==> src/rtl/prf_freelist.sv <==
// Circular free list of physical register tags: grants up to two tags per cycle
// to rename, reclaims up to two stale tags per cycle from retirement, and rolls back on flush.
module prf_freelist #(
    parameter int PRF_SIZE = 64,
    parameter int ARF_SIZE = 32,
    parameter int PRF_IDX  = $clog2(PRF_SIZE),
    parameter int FL_DEPTH = PRF_SIZE - ARF_SIZE,
    parameter int PTR_W    = $clog2(FL_DEPTH) + 1
) (
    input  logic               clock,
    input  logic               reset,
    input  logic               i_alloc_1,
    input  logic               i_alloc_2,
    output logic [PRF_IDX-1:0] o_free_reg_1,
    output logic [PRF_IDX-1:0] o_free_reg_2,
    output logic               o_free_valid_1,
    output logic               o_free_valid_2,
    output logic               o_stall,
    input  logic               i_retire_1,
    input  logic [PRF_IDX-1:0] i_retire_old_1,
    input  logic               i_retire_2,
    input  logic [PRF_IDX-1:0] i_retire_old_2,
    input  logic               i_flush,
    output logic [PTR_W-1:0]   o_spec_count,
    output logic               o_alloc_error,
    output logic               o_free_error
);

    localparam int IDX_W = PTR_W - 1;

    logic [PRF_IDX-1:0] r_list [FL_DEPTH];
    logic [PTR_W-1:0]   r_head;
    logic [PTR_W-1:0]   r_rhead;
    logic [PTR_W-1:0]   r_tail;
    logic               r_allocError;
    logic               r_freeError;

    logic [PTR_W-1:0]   w_specCount;
    logic [PTR_W-1:0]   w_headPlus1;
    logic [PTR_W-1:0]   w_nAlloc;
    logic [PTR_W-1:0]   w_nRetire;
    logic [PTR_W-1:0]   w_grant;
    logic [PTR_W-1:0]   w_wrPtr2;
    logic [PTR_W-1:0]   w_rheadNext;
    logic [PTR_W:0]     w_occupancyAfterPush;
    logic               w_allocErr;
    logic               w_freeErr;

    assign w_specCount  = r_tail - r_head;
    assign w_headPlus1  = r_head + PTR_W'(1);
    assign o_free_reg_1 = r_list[r_head[IDX_W-1:0]];
    assign o_free_reg_2 = r_list[w_headPlus1[IDX_W-1:0]];
    assign o_free_valid_1 = (w_specCount >= PTR_W'(1));
    assign o_free_valid_2 = (w_specCount >= PTR_W'(2));
    assign o_stall        = (w_specCount <  PTR_W'(2));
    assign o_spec_count   = w_specCount;
    assign o_alloc_error  = r_allocError;
    assign o_free_error   = r_freeError;

    assign w_nAlloc  = PTR_W'(i_alloc_1) + PTR_W'(i_alloc_2);
    assign w_nRetire = PTR_W'(i_retire_1) + PTR_W'(i_retire_2);

    // Grants only see the current head; a short list serves the older slot first.
    assign w_allocErr = !i_flush && (w_nAlloc > w_specCount);
    assign w_grant    = i_flush ? '0 : (w_allocErr ? w_specCount : w_nAlloc);

    // tail - rhead stays at FL_DEPTH, so overflow means retiring more tags than are in flight.
    assign w_occupancyAfterPush = {1'b0, w_specCount} + {1'b0, w_nRetire};
    assign w_freeErr   = (w_occupancyAfterPush > (PTR_W+1)'(FL_DEPTH));
    assign w_wrPtr2    = r_tail + PTR_W'(i_retire_1);
    assign w_rheadNext = w_freeErr ? r_rhead : (r_rhead + w_nRetire);

    // Flush rewinds head to the post-retire rhead so every speculative grant returns.
    always_ff @(posedge clock) begin
        if (reset) begin
            for (int i = 0; i < FL_DEPTH; i++) begin
                r_list[i] <= PRF_IDX'(ARF_SIZE + i);
            end
            r_head       <= '0;
            r_rhead      <= '0;
            r_tail       <= PTR_W'(FL_DEPTH);
            r_allocError <= 1'b0;
            r_freeError  <= 1'b0;
        end else begin
            if (!w_freeErr && i_retire_1) begin
                r_list[r_tail[IDX_W-1:0]] <= i_retire_old_1;
            end
            if (!w_freeErr && i_retire_2) begin
                r_list[w_wrPtr2[IDX_W-1:0]] <= i_retire_old_2;
            end
            r_tail       <= w_freeErr ? r_tail : (r_tail + w_nRetire);
            r_rhead      <= w_rheadNext;
            r_head       <= i_flush ? w_rheadNext : (r_head + w_grant);
            r_allocError <= w_allocErr;
            r_freeError  <= w_freeErr;
        end
    end

    always_ff @(posedge clock) begin
        if (!reset) begin
            assert ((r_head - r_rhead) <= (r_tail - r_rhead));
            assert (w_specCount <= PTR_W'(FL_DEPTH));
        end
    end

endmodule

==> config.mk <==
export PLATFORM = sky130hd
export DESIGN_NAME = prf_freelist
export DESIGN_NICKNAME = d
export VERILOG_FILES = /design/src/rtl/prf_freelist.sv
export SDC_FILE = /design/constraint.sdc
export NUM_CORES = 1
export LEC_CHECK = 0
export ABC_AREA = 1
export CAP_MARGIN = 20
export CORE_AREA = 3 3 163 165
export DETAILED_ROUTE_END_ITERATION = 8
export DIE_AREA = 0 0 166 168
export PLACE_DENSITY = 0.77
export SLEW_MARGIN = 20
export SYNTH_ARGS = -nofsm -noshare
export SYNTH_HDL_FRONTEND = slang
export SYNTH_SLANG_ARGS = --single-unit
==> constraint.sdc <==
create_clock -name clock -period 4.9 [get_ports clock]
set_input_delay 0.49 -clock clock [delete_from_list [all_inputs] [get_ports clock]]
set_output_delay 0.49 -clock clock [all_outputs]
set_load 0.02 [all_outputs]
==> metrics.txt <==
largest net degree at the start of global routing=86; Max stage delay on crit path=0.63 ns; commonest non-fill, non-tap cell in the layout=nand2_1; synth warn=0; Max Clock Freq=0.216 GHz; crit path capture type=output pin; CP startpoint kind=register; io pins=42; wire per inst=23.5 um; final net count=2078; Area growth syn-to-layout=9.31%; CTS tree=built; maximum root-to-sink buffer count=3; Cell Chain, Critical Path=buf_6 > clkinv_2 > buf_4 > o21ai_0 > o22ai_1 > o21ai_0 > o22ai_1 > nand2_1 > o31ai_1 > clkdlybuf4s50_1; #FFs+latches synth=212; Worst EP required=4.41 ns; dpl ws=0.590 ns; Vias/cell=6.44; total number of vias=15300; num rows=58; RSZ-0062 raised after global routing=false; Detail Placement HPWL=37.8 mm; DRT Pass-1 Iters=8; clock latency at the later pin of the worst-skew pair=0.54 ns; number of max-cap violations=0; Starting Density=0.601; Final Core Density=0.657; Synth Cell Area=15100 um^2; Arr. time, crit path=4.14 ns; PortBufs=41; register area share after synthesis=0.407; antenna cell count=0; FF+latch area=6170 um^2; initial antenna violation count=1; Async SR Flop Fraction=0; Root Driver=clkbuf_16; die span in y=168 um; top_reg_cell synth=edfxtp_1; fill count=2144; crit-path max FO=83; post-route ant nets=0; Tot GR Track Use=0.388; Post-Syn Area per Cell=7.36 um^2; number of global-route vias before repair=13800; status=finished clean; Setup-failing EPs final=0; PwrDens=469 nW/um^2; core area=25200 um^2; Remaining DRCs=0; Die Wd=166 um; Setup Crit Path Kind=register to output pin; Mapped Cells=2057; CP delay by family, top=buffers and inverters; Final Hold Viols=0; leakage power=6.46 nW; slowest CP cell=o21ai_0; Final Max Slew Viols=0; worst slew pin tran=1.09 ns; Post-synth EDFFs=192; buffers and inverters on the worst path=4; GRT overflow=0; worst min path class=register to register; first-pass GRT wire length=83.1 mm; layout cell share with drive strength beyond 1=0.0776; most frequent cells in the layout=nand2_1, nor2_1, o21ai_0; RD Place Congestion=0.990; H-tree levels=1; period utilisation layout=0.944; minimum clock period=4.63 ns; clk slew on worst S/H paths=0.06 ns; CTS buffer count=25; drt first-iter violations=2619; final setup TNS=0 ns; Max-slew headroom=0.270; Multi-input gate area=7770 um^2; library cells used by synthesis=48; VDD IR max=411 uV; CTS Sinks=212; cts hold-fix bufs=0; worst setup margin=0.275 ns; DIE AREA=27900 um^2; WL final=56.0 mm; clk_skew=0.0166 ns
power breakdown:
part | switching [mW] | internal (mW)
Sequential | 0.0961 | 2.08
Combinational | 2.61 | 1.15
Clock | 0.787 | 1.04
synth_stat cells (8+ instances only):
master | n | share of area
a21oi_1 | 123 | 0.041
a31oi_1 | 10 | 0.0041
buf_1 | 15 | 0.0037
buf_2 | 16 | 0.0053
clkbuf_1 | 102 | 0.025
dfxtp_1 | 20 | 0.026
edfxtp_1 | 192 | 0.38
ha_1 | 23 | 0.019
inv_1 | 156 | 0.039
inv_2 | 10 | 0.0025
mux2i_1 | 17 | 0.011
nand2_1 | 487 | 0.12
nand2_2 | 9 | 0.0037
nand3_1 | 154 | 0.051
nand4_1 | 23 | 0.0095
nor2_1 | 269 | 0.067
nor2_2 | 16 | 0.0066
nor2_4 | 9 | 0.0067
nor3_1 | 13 | 0.0043
o211ai_1 | 51 | 0.025
o21ai_0 | 212 | 0.070
o21ai_1 | 17 | 0.0056
o221ai_1 | 29 | 0.017
o22ai_1 | 19 | 0.0079
xor2_1 | 8 | 0.0046
worst min-delay path, delay by kind of cell (launching register included):
family / cells / cell delay, ns
AND/OR/NAND/NOR: 1 / 0.06
flip-flops: 1 / 0.32
AO/OA/AOI/OAI: 1 / 0.07
state kept, by name (all words and copies together), names as in the netlist:
| signal | flops |
|---|---|
| r_list | 192 |
| o_alloc_error | 1 |
| r_head | 6 |
| r_tail | 6 |
| o_free_error | 1 |
| r_rhead | 6 |
metrics by stage:
stage          area (um^2)  std cells  total power [mW]  hold slack, ns
2_1_floorplan        15100       2059              4.66           0.467
3_5_place_dp         15700       2334              5.83           0.494
5_1_grt              16500       2379              8.09           0.542
3_3_place_gp         15700       2334              5.80           0.485
4_1_cts              16500       2379              7.63           0.505
6_report             16500       2379              7.76           0.501
kinds of logic after synthesis:
kind of cell / share of synthesized area
buffers and inverters: 0.0805
other: 0.000248
AO/OA/AOI/OAI: 0.177
flip-flops: 0.407
AND/OR/NAND/NOR: 0.291
adder cells (fa/ha/maj): 0.0256
multiplexers: 0.0112
XOR/XNOR: 0.00744
cell type report:
cell class,count,area share
timing repair buffer,84,0.0465
clock inverter,20,0.00998
sequential,212,0.373
clock buffer,25,0.0378
multi-input combinational,1540,0.470
inverter,168,0.0382
tap,330,0.0250
final timing paths:
kind             start              end  slack [ns]  depth (start not counted)
max          r_head[0]  o_free_reg_1[3]        0.27                         10
max reg2reg  r_head[0]    r_list[25][0]        0.59                         14
min reg2reg  r_tail[5]        r_tail[5]        0.50                          2
min          r_tail[5]        r_tail[5]        0.50                          2
timing repair:
item | in CTS | in global routing
buffers inserted | 0 | 0
gates resized for setup | 0 | 1
setup endpoints to repair | 0 | 1
layer usage:
| layer | vias up | share of wire | GRT usage | wire, um |
|---|---|---|---|---|
| li1 | 6967 | - | - | - |
| met1 | 6886 | 0.36 | 0.524 | 19900 |
| met2 | 1223 | 0.42 | 0.578 | 23400 |
| met3 | 255 | 0.16 | 0.111 | 9120 |
| met4 | 0 | 0.062 | 0.192 | 3480 |
| met5 | - | 0 | 0 | 0 |
Power figures use the tool's default switching activity.
